<file path="config.mk">
export PLATFORM = sky130hd
export DESIGN_NAME = n2r_stream_buffer
export DESIGN_NICKNAME = d
export VERILOG_FILES = /design/src/rtl/n2r_stream_buffer.sv
export SDC_FILE = /design/constraint.sdc
export NUM_CORES = 1
export LEC_CHECK = 0
export CAP_MARGIN = 20
export CORE_UTILIZATION = 33
export CTS_CLUSTER_DIAMETER = 100
export DETAILED_ROUTE_END_ITERATION = 10
export PLACE_DENSITY_LB_ADDON = 0.25
export SLEW_MARGIN = 10
export SYNTH_ARGS = -nofsm -noshare
export SYNTH_HDL_FRONTEND = slang
export SYNTH_SLANG_ARGS = --single-unit
</file>
<file path="constraint.sdc">
create_clock -name clk -period 7.3 [get_ports clk]
set_clock_uncertainty 0.2 [all_clocks]
set_input_delay 1.095 -clock clk [delete_from_list [all_inputs] [get_ports clk]]
set_output_delay 1.095 -clock clk [all_outputs]
set_load 0.02 [all_outputs]
</file>
<file path="src/rtl/n2r_stream_buffer.sv">
// n2r_stream_buffer: buffers B*N input rows and emits them as block-column words
// for N systolic cores; define N2R_DOUBLE_BUFFER_EN for two ping-pong banks.
module n2r_stream_buffer #(
  parameter int WIDTH      = 16,
  parameter int BLOCK_SIZE = 2,
  parameter int NUM_CORES  = 2,
  parameter int COL        = 4,
  parameter int ROW        = 8
) (
  input  logic                                                 clk,
  input  logic                                                 rst,
  input  logic                                                 en,
  input  logic [WIDTH*COL-1:0]                                 in_n2r_buffer,
  input  logic                                                 in_valid,
  output logic                                                 in_ready,
  output logic [WIDTH*BLOCK_SIZE*BLOCK_SIZE*NUM_CORES-1:0]     out_n2r_buffer,
  output logic                                                 out_valid,
  input  logic                                                 out_ready,
  output logic                                                 slice_done,
  output logic                                                 frame_done
);
  localparam int B   = BLOCK_SIZE;
  localparam int N   = NUM_CORES;
  localparam int GR  = B * N;
  localparam int WPG = COL / B;
  localparam int GPF = ROW / GR;
  localparam int OE  = B * B * N;
`ifdef N2R_DOUBLE_BUFFER_EN
  localparam int NB  = 2;
`else
  localparam int NB  = 1;
`endif
  localparam bit DB  = (NB == 2);
  localparam int RW  = $clog2(GR) > 0 ? $clog2(GR) : 1;
  localparam int WW  = $clog2(WPG) > 0 ? $clog2(WPG) : 1;
  localparam int GW  = $clog2(GPF) > 0 ? $clog2(GPF) : 1;

  if (COL % B != 0) begin : g_col_err
    $error("COL must be a multiple of BLOCK_SIZE");
  end
  if (ROW % GR != 0) begin : g_row_err
    $error("ROW must be a multiple of BLOCK_SIZE*NUM_CORES");
  end

  logic [WIDTH*COL-1:0] mem [NB][GR];
  logic [WIDTH*COL-1:0] sel_row [GR];
  logic [NB-1:0]        drain, wr_oh, rd_oh, set_m, clr_m;
  logic                 wr_bank, rd_bank;
  logic [RW-1:0]        row_cnt;
  logic [WW-1:0]        word_cnt;
  logic [GW-1:0]        grp_cnt;
  logic                 in_fire, out_fire, last_row, last_word, last_grp;
  logic [WIDTH*OE-1:0]  word;

  always_comb begin
    wr_oh     = NB'(1) << wr_bank;
    rd_oh     = NB'(1) << rd_bank;
    in_ready  = en && !rst && !(|(drain & wr_oh));
    out_valid = |(drain & rd_oh);
    in_fire   = in_valid && in_ready;
    out_fire  = out_valid && out_ready;
    last_row  = row_cnt == RW'(GR - 1);
    last_word = word_cnt == WW'(WPG - 1);
    last_grp  = grp_cnt == GW'(GPF - 1);
    set_m     = (in_fire && last_row) ? wr_oh : '0;
    clr_m     = (out_fire && last_word) ? rd_oh : '0;
    out_n2r_buffer = out_valid ? word : '0;
  end

  always_ff @(posedge clk or posedge rst) begin
    if (rst) begin
      drain      <= '0;
      wr_bank    <= 1'b0;
      rd_bank    <= 1'b0;
      row_cnt    <= '0;
      word_cnt   <= '0;
      grp_cnt    <= '0;
      slice_done <= 1'b0;
      frame_done <= 1'b0;
    end else begin
      drain      <= (drain | set_m) & ~clr_m;
      slice_done <= out_fire && last_word;
      frame_done <= out_fire && last_word && last_grp;
      if (in_fire) begin
        row_cnt <= last_row ? '0 : row_cnt + 1'b1;
        if (last_row) wr_bank <= wr_bank ^ DB;
      end
      if (out_fire) begin
        word_cnt <= last_word ? '0 : word_cnt + 1'b1;
        if (last_word) begin
          rd_bank <= rd_bank ^ DB;
          grp_cnt <= last_grp ? '0 : grp_cnt + 1'b1;
        end
      end
    end
  end

  always_ff @(posedge clk) begin
    if (in_fire) mem[wr_bank][row_cnt] <= in_n2r_buffer;
  end

  for (genvar i = 0; i < GR; i++) begin : g_sel
    assign sel_row[i] = mem[rd_bank][i] << (WIDTH * B * word_cnt);
  end

  for (genvar c = 0; c < N; c++) begin : g_core
    for (genvar r = 0; r < B; r++) begin : g_brow
      for (genvar k = 0; k < B; k++) begin : g_bcol
        assign word[WIDTH*(OE-1-(c*B*B+r*B+k)) +: WIDTH] = sel_row[c*B+r][WIDTH*(COL-1-k) +: WIDTH];
      end
    end
  end
endmodule

</file>
==> results of run 1 <==
[metal layers]
metal	track usage [%]	wire, um	part of all wire (%)
met5	0	0	0
met4	3.45	311	1.5
met3	2.47	1160	5.7
met2	21.1	9970	49
met1	16.7	8950	44
[final timing paths]
| path | endpoint | slack (ns) | depth (start not counted) |
|---|---|---|---|
| max | out_n2r_buffer[10] | 2.63 | 4 |
| min | grp_cnt | 0.27 | 1 |
| max reg2reg | mem[0][176] | 4.97 | 2 |
| min reg2reg | grp_cnt | 0.27 | 1 |
| max in group asynchronous | last_word | 5.99 | 2 |
| min in group asynchronous | last_word | 0.66 | 2 |
[critical path, stage by stage, from the launching register on]
cell	delay [ns]
dfrtp_4	1.07
buf_12	0.46
mux2i_1	0.23
nor2_1	0.19
clkdlybuf4s50_1	0.63
[registers in the layout, summed over array words and instances, names as in the netlist]
register / flops
slice_done: 1
last_word: 1
drain: 1
row_cnt: 2
mem: 256
frame_done: 1
grp_cnt: 1
[area by class of cell]
| type | count | area, um2 | share of cell area, % |
|---|---|---|---|
| sequential | 263 | 7870 | 59.4 |
| multi-input combinational | 276 | 1940 | 14.6 |
| inverter | 4 | 17.5 | 0.132 |
| tap | 390 | 488 | 3.69 |
| clock buffer | 38 | 759 | 5.74 |
| timing repair buffer | 202 | 2030 | 15.3 |
| clock inverter | 14 | 139 | 1.05 |
[where the power goes]
part / internal [mW] / switching (mW) / total (mW)
Clock: 0.831 / 0.537 / 1.37
Combinational: 0.643 / 0.725 / 1.37
Sequential: 1.75 / 0.112 / 1.86
Total: 3.22 / 1.38 / 4.60
[Yosys cell counts]
master      n
buf_2       4
buf_1       2
mux2_2      2
mux2i_1   128
buf_12     12
nand4b_1    1
a21oi_1     1
edfxtp_1  256
xor2_1      1
nor2_1    129
and2_1      5
dfrtp_1     7
xnor2_1     1
buf_6       1
buf_4       2
and3_1      2
ha_1        4
inv_1       4
clkbuf_1    9
nand2_1     1
and4bb_2    1
[logic make-up after synthesis]
group	Yosys count	share of synthesized area, %
AO/OA/AOI/OAI	1	0.0493
adder cells (fa/ha/maj)	4	0.494
AND/OR/NAND/NOR	139	5.46
buffers and inverters	34	3.38
flip-flops	263	77.6
multiplexers	130	12.9
XOR/XNOR	2	0.173
[cell usage in the layout, fill, tap and decap left out]
cell type / count
edfxtp_1: 256
clkdlybuf4s50_1: 200
nor2_1: 129
mux2i_1: 128
clkbuf_16: 29
clkbuf_1: 9
clkinv_1: 7
dfrtp_1: 6
and2_4: 4
ha_1: 4
inv_1: 3
bufinv_16: 3
clkinv_2: 3
mux2_2: 2
and3_1: 2
and4bb_2: 1
xor2_1: 1
inv_4: 1
and2_1: 1
nand4b_1: 1
a21oi_1: 1
nand2_1: 1
xnor2_1: 1
clkinvlp_4: 1
dfrtp_4: 1
buf_4: 1
buf_12: 1
==> metrics.md, run 1 <==
| Metric | Value |
|---|---|
| Antenna violations before repair | `0` |
| Die area | `31400 um2` |
| Max_slew headroom | `27.5%` |
| Die X | `177 um` |
| Root Buffer | `clkbuf_16` |
| Final instance area | `13200 um2` |
| Synthesized area per cell | `17.7 um2` |
| Vias per std cell | `4.44` |
| Buffers inserted by post-CTS timing repair | `0` |
| Status | `finished, final reports clean` |
| CORE AREA | `30000 um2` |
| Antenna diode count | `0` |
| Dpl hpwl | `12200 um` |
| Final setup violation count | `0` |
| Synthesized cell area | `10100 um2` |
| DRT iter0 DRCs | `237` |
| Final std cells w/o fill | `1187` |
| Share of cells above drive strength 1 | `5.90%` |
| Remaining global-route overflow | `0` |
| DRC viols | `0` |
| Post-Place Cell Area | `12300 um2` |
| Hold Crit Start | `grp_cnt` |
| Final worst slack | `2.63 ns` |
| Final ANT Viol Nets | `0` |
| Vias in the first global route | `5335` |
| CTS Buf Count | `29` |
| RSZ-0062 raised after global routing | `no` |
| Largest net degree at the start of global routing | `89` |
| Tot GR Track Use | `12.6%` |
| CP arrival | `3.37 ns` |
| Wire per inst | `17.2 um` |
| Largest area contributor in the netlist | `edfxtp_1` |
| Cell Count Post-Placement | `1135` |
| Max-cap violation count | `0` |
| Std-Cell Rows | `63` |
| # IOs | `201` |
| CTS tree | `yes` |
| Cts repair resizes | `0` |
| Hold crit path type | `flop to flop` |
| Tot Pwr | `4.60 mW` |
| Fin util | `44.2%` |
| Reg2reg start | `drain` |
| CTS sink count | `263` |
| Crit-path max FO | `71` |
| Yosys top cell area share | `75.9%` |
| Via count | `5266` |
| Placer congestion estimate | `0.714` |
| Syn-to-layout area delta | `30.6%` |
| Die height | `177 um` |
| Starting Density | `33.8%` |
| CP Class | `flop to primary output` |
| Post-synth cell types | `21` |
| Slew @ Worst Pin | `1.09 ns` |
| PortBufs | `200` |
| Final period utilization | `63.9%` |
| Static Leak | `4.66 nW` |
| Crit path launch type | `flop` |
| Drt first pass iters | `4` |
| FMAX | `214 MHz` |
| Final Hold Fails | `0` |
| Placement Setup Slack | `3.19 ns` |
| Routed wire length | `20400 um` |
| Reg clk slew, reported paths | `0.06 ns` |
| Top cells by area, synth | `edfxtp_1, mux2i_1, nor2_1, buf_12, dfrtp_1` |
| Crit path launch | `last_word` |
| Final #Nets | `849` |
| #FFs+latches synth | `263` |
| Final Slew Violations | `0` |
| H-tree Lvls | `1` |
| First-pass GRT wire length | `30400 um` |
| FILL cells | `2694` |
| Worst-case clock buffer depth | `3` |
| Pwr dens | `347 nW/um2` |
| TNS Setup | `0 ns` |
| Cells after Synth | `573` |
| Min Hold Slack | `0.275 ns` |
| CP endpoint kind | `primary output` |
| Minimum clock period | `4.67 ns` |
| Warnings, synthesis | `0` |
| Clock latency at the later pin of the worst-skew pair | `0.52 ns` |
| # hold bufs at CTS | `0` |
| Syn Nets | `646` |
| Max IR drop VDD | `0.159 mV` |
| WP data required | `6.00 ns` |
| Register area share after synthesis | `77.6%` |
No activity file was read; power rests on OpenSTA's default activity.
==> run 2, diff against run 1 <==
==> constraint.sdc (replaced) <==
create_clock -name clk -period 4.9 [get_ports clk]
set_clock_uncertainty 0.2 [all_clocks]
set_input_delay 0.735 -clock clk [delete_from_list [all_inputs] [get_ports clk]]
set_output_delay 0.735 -clock clk [all_outputs]
set_load 0.02 [all_outputs]
==> run 2 against run 1 <==
First-iteration DRC count rose by 8.9%. Register-to-register slack got worse by 2.4 ns. Final area rose by 0.63%. Count of clock-buffer cells in the layout shrank 3. Sequential power rose by 47%. Total power up 52%. Non-clock buffer count up 3. Critical endpoint is now out_n2r_buffer[78]. Critical path depth stayed put.
==> metrics.md, run 2 (synthesized netlist as in run 1, its figures left out) <==
| Metric | Value |
|---|---|
| Buffers inserted by post-CTS timing repair | `0` |
| FMAX | `273 MHz` |
| Final #Nets | `851` |
| Placer congestion estimate | `0.685` |
| # IOs | `201` |
| Antenna diode count | `0` |
| CP arrival | `2.73 ns` |
| Final period utilization | `74.9%` |
| Slew @ Worst Pin | `0.981 ns` |
| Clock latency at the later pin of the worst-skew pair | `0.52 ns` |
| Drt first pass iters | `4` |
| Area occupied by multi-input gates | `1940 um2` |
| FF-to-FF End | `mem[0][23]` |
| Met1 wire length | `8710 um` |
| Minimum clock period | `3.67 ns` |
| Metal2 WL | `9580 um` |
| Tot Pwr | `6.97 mW` |
| CP endpoint | `out_n2r_buffer[78]` |
| Max_slew headroom | `34.6%` |
| PortBufs | `200` |
| Final ANT Viol Nets | `0` |
| Reg clk slew, reported paths | `0.06 ns` |
| DRT iter0 DRCs | `258` |
| TNS Setup | `0 ns` |
| CTS Buf Count | `28` |
| Starting Density | `33.8%` |
| Top Metal Used | `met4` |
| Reg2reg start | `drain` |
| Cts repair resizes | `0` |
| Most frequent cells in the layout | `edfxtp_1, clkdlybuf4s50_1, nor2_1` |
| Final worst slack | `1.23 ns` |
| Root Buffer | `clkbuf_16` |
| Vias in the first global route | `5373` |
| Top flop regs | `mem x256, row_cnt x2` |
| Die height | `177 um` |
| DR WL met3 | `1200 um` |
| H-tree Lvls | `1` |
| Largest net degree at the start of global routing | `77` |
| Share of cells above drive strength 1 | `6.77%` |
| Final Slew Violations | `0` |
| Crit path launch | `last_word` |
| FILL cells | `2663` |
| Placement Setup Slack | `1.73 ns` |
| Status | `finished, final reports clean` |
| Max reg flops | `256` |
| Tot GR Track Use | `12.7%` |
| Dpl hpwl | `11900 um` |
| RSZ-0062 raised after global routing | `no` |
| CP Class | `flop to primary output` |
| Hold crit path type | `flop to flop` |
| Routed wire length | `20000 um` |
| Via count | `5312` |
| Pwr dens | `523 nW/um2` |
| # hold bufs at CTS | `0` |
| Die X | `177 um` |
| Min Hold Slack | `0.261 ns` |
| Static Leak | `4.71 nW` |
| Worst-case clock buffer depth | `3` |
| Wire per inst | `16.8 um` |
| CTS tree | `yes` |
| Max-cap violation count | `0` |
| Syn-to-layout area delta | `31.5%` |
| FF/Latch Area | `7870 um2` |
| Crit-path max FO | `39` |
| Largest register by flop count | `mem` |
| Die area | `31400 um2` |
| CORE AREA | `30000 um2` |
| DRC viols | `0` |
| Max IR drop VDD | `0.268 mV` |
| Final setup violation count | `0` |
| Crit path launch type | `flop` |
| Std-Cell Rows | `63` |
| Final Hold Fails | `0` |
| Reg-to-reg slack, setup | `2.60 ns` |
| Remaining global-route overflow | `0` |
| CP endpoint kind | `primary output` |
| CTS sink count | `263` |
| Fin util | `44.5%` |
| Vias per std cell | `4.47` |
| WP data required | `3.96 ns` |
| First-pass GRT wire length | `30800 um` |
| R2R cell count | `2` |
| Antenna violations before repair | `0` |
| Most common cell after layout, fill and taps aside | `edfxtp_1` |
[run 2: where the power goes]
part	switching, mW	total [mW]	leakage, nW	internal (mW)
clock network	0.818	2.13	0.459	1.31
logic	1.13	2.11	1.85	0.979
registers	0.125	2.73	2.40	2.61
[run 2: critical path, stage by stage, from the launching register on]
cell	delay [ns]
dfrtp_4	0.90
buf_4	0.43
mux2i_1	0.24
nor2_1	0.06
clkdlybuf4s50_1	0.55
[run 2: per-layer routing]
layer,vias up,track usage (%)
met1,2588,16.8
met3,33,2.88
met5,-,0
li1,2534,-
met4,0,3.34
met2,157,21.0
[run 2: how the worst min path moves through the flow]
stage / from / end / slack [ns] / depth (start not counted)
global placement: grp_cnt / grp_cnt / 0.25 / 1
detailed placement: grp_cnt / grp_cnt / 0.25 / 1
floorplan: grp_cnt / grp_cnt / 0.23 / 1
finish: grp_cnt / grp_cnt / 0.26 / 1
global route: grp_cnt / grp_cnt / 0.29 / 1
CTS: grp_cnt / grp_cnt / 0.26 / 1
[run 2: per-stage QoR]
stage / instances / area [um2]
finish: 1188 / 13300
floorplan: 573 / 10100
CTS: 1188 / 13300
global route: 1188 / 13300
global placement: 1138 / 12400
detailed placement: 1138 / 12400
[run 2: cell type report]
type	count	area share, %
tap	390	3.66
clock buffer	35	5.46
sequential	263	59.0
inverter	4	0.131
multi-input combinational	276	14.6
clock inverter	15	1.56
timing repair buffer	205	15.6
==> run 3, diff against run 2 <==
==> constraint.sdc (replaced) <==
create_clock -name clk -period 3.2 [get_ports clk]
set_clock_uncertainty 0.2 [all_clocks]
set_input_delay 0.48 -clock clk [delete_from_list [all_inputs] [get_ports clk]]
set_output_delay 0.48 -clock clk [all_outputs]
set_load 0.02 [all_outputs]
==> run 3 against run 2 <==
Setup slack worse by 1.1 ns. Combinational power up 62%. Core utilization rose by 0.12 points. Sequential share of layout area down 0.15 points. Clock power up 35%. Register-to-register slack got worse by 1.5 ns. Final cell count rose by 0.76%. First-iteration DRC count shrank 21%. Hold slack worse by 0.24 ns. Count of clock-buffer cells in the layout up 2. Sequential cell count stayed put. Highest routed layer unchanged.
==> metrics.md, run 3 (synthesized netlist as in run 1, its figures left out) <==
| Metric | Value |
|---|---|
| Status | `finished, final reports clean` |
| Buffers inserted by post-CTS timing repair | `1` |
| Die height | `177 um` |
| Crit path launch type | `flop` |
| CTS tree | `yes` |
| Share of cells above drive strength 1 | `7.06%` |
| FMAX | `330 MHz` |
| Die X | `177 um` |
| Largest register by flop count | `mem` |
| Via count | `5418` |
| Largest net degree at the start of global routing | `71` |
| Final ANT Viol Nets | `0` |
| Most common cell after layout, fill and taps aside | `edfxtp_1` |
| Top Usage Layer GRT | `met2` |
| Crit path launch | `last_word` |
| DRT iter0 DRCs | `204` |
| TNS Setup | `0 ns` |
| Vias in the first global route | `5470` |
| CORE AREA | `30000 um2` |
| Antenna diode count | `0` |
| Antenna violations before repair | `0` |
| Minimum clock period | `3.03 ns` |
| Syn-to-layout area delta | `31.8%` |
| PortBufs | `200` |
| Slew @ Worst Pin | `0.411 ns` |
| Vias per std cell | `4.53` |
| Clock latency at the later pin of the worst-skew pair | `0.53 ns` |
| NetSw | `3.18 mW` |
| Remaining global-route overflow | `0` |
| WP data required | `2.52 ns` |
| CTS sink count | `263` |
| Max-cap violation count | `0` |
| Routed wire length | `20700 um` |
| Cell Count Post-Placement | `1147` |
| Pwr dens | `778 nW/um2` |
| Placer congestion estimate | `0.691` |
| Top flop regs | `mem x256, row_cnt x2` |
| DRC viols | `0` |
| FILL cells | `2658` |
| Grt met1 use | `17.2%` |
| Reg clk slew, reported paths | `0.06 ns` |
| Die area | `31400 um2` |
| CP Class | `flop to primary output` |
| # IOs | `201` |
| Most frequent cells in the layout | `edfxtp_1, clkdlybuf4s50_1, nor2_1` |
| Drt first pass iters | `4` |
| Final std cells w/o fill | `1197` |
| Met3 Use GR | `2.60%` |
| Max reg flops | `256` |
| Hold crit path type | `primary input to async pin` |
| Final Slew Violations | `0` |
| Worst-case clock buffer depth | `3` |
| Final setup violation count | `0` |
| CP arrival | `2.35 ns` |
| Register share of total power | `39.6%` |
| Cts repair resizes | `0` |
| Final worst slack | `0.173 ns` |
| Final #Nets | `862` |
| RSZ-0062 raised after global routing | `no` |
| Met2 usage | `22.5%` |
| Area occupied by multi-input gates | `1940 um2` |
| First-pass GRT wire length | `31800 um` |
| Placement Setup Slack | `0.501 ns` |
| H-tree Lvls | `1` |
| Switch share | `30.6%` |
| Final period utilization | `94.6%` |
| Final instance area | `13400 um2` |
| Reg2reg start | `drain` |
| Std-Cell Rows | `63` |
| Wire per inst | `17.3 um` |
| Clk pwr share | `27.6%` |
| Starting Density | `33.8%` |
| CTS Buf Count | `29` |
| Static Leak | `4.72 nW` |
| FF/Latch Area | `7870 um2` |
| Int Pwr | `7.22 mW` |
| Combinational power share | `32.8%` |
| Root Buffer | `clkbuf_16` |
| Final Hold Fails | `0` |
| Dpl hpwl | `13000 um` |
| Max IR drop VDD | `0.421 mV` |
| Post-Place Cell Area | `12500 um2` |
| # hold bufs at CTS | `0` |
| Crit-path max FO | `30` |
| Tot GR Track Use | `13.2%` |
| Max_slew headroom | `72.6%` |
| CP endpoint kind | `primary output` |
run 3: cell types whose count changed in the layout (fill, tap and decap cells not counted), sizes merged:
cell      delta
buf         +10
bufinv       -5
clkbuf       +2
clkinvlp     +1
inv          +1
run 3: routing by layer:
metal / wire length [um] / share of wire [%]
met5: 0 / 0
met4: 464 / 2.2
met3: 1110 / 5.3
met2: 10100 / 49
met1: 9040 / 44
run 3: worst paths after layout:
check / endpoint / slack, ns / cells after the start
worst min register to register: grp_cnt / 0.26 / 1
min in group clk: grp_cnt / 0.26 / 1
max in group asynchronous: last_word / 2.53 / 2
worst min-delay path: row_cnt[0] / 0.03 / 2
worst max register to register: mem[0][160] / 1.15 / 3
worst max-delay path: out_n2r_buffer[81] / 0.17 / 4
run 3: area by class of cell:
| type | instances | share of cell area (%) |
|---|---|---|
| multi-input cells | 276 | 14.5 |
| clock buffers | 37 | 5.66 |
| repair buffers | 215 | 16.7 |
| flip-flops and latches | 263 | 58.9 |
| clock inverters | 12 | 0.422 |
| inverters | 4 | 0.131 |
| well taps | 390 | 3.65 |
run 3: power by group through the flow:
| stage | Sequential (mW) | Clock [mW] | Combinational [mW] |
|---|---|---|---|
| after floorplan | 4.13 | 0 | 2.32 |
| after global placement | 4.22 | 0 | 3.41 |
| after detailed placement | 4.22 | 0 | 3.41 |
| after CTS | 4.12 | 2.95 | 3.48 |
| after global routing | 4.13 | 3.08 | 3.67 |
| final | 4.11 | 2.87 | 3.41 |
run 3: critical path, cell delays in order, from the launching register on:
cell and delay, ns:
dfrtp_4 0.62, buf_12 0.28, mux2i_1 0.11, nor2_1 0.16, clkdlybuf4s50_1 0.63
run 3: per-stage QoR:
step                      total power, mW  utilization [%]  hold slack, ns
after floorplan                      6.45                -          0.0885
after global placement               7.63             41.8           0.251
after detailed placement             7.63             41.8           0.256
after CTS                            10.6             44.6         0.00681
after global routing                 10.9             44.6          0.0322
final                                10.4             44.6          0.0252
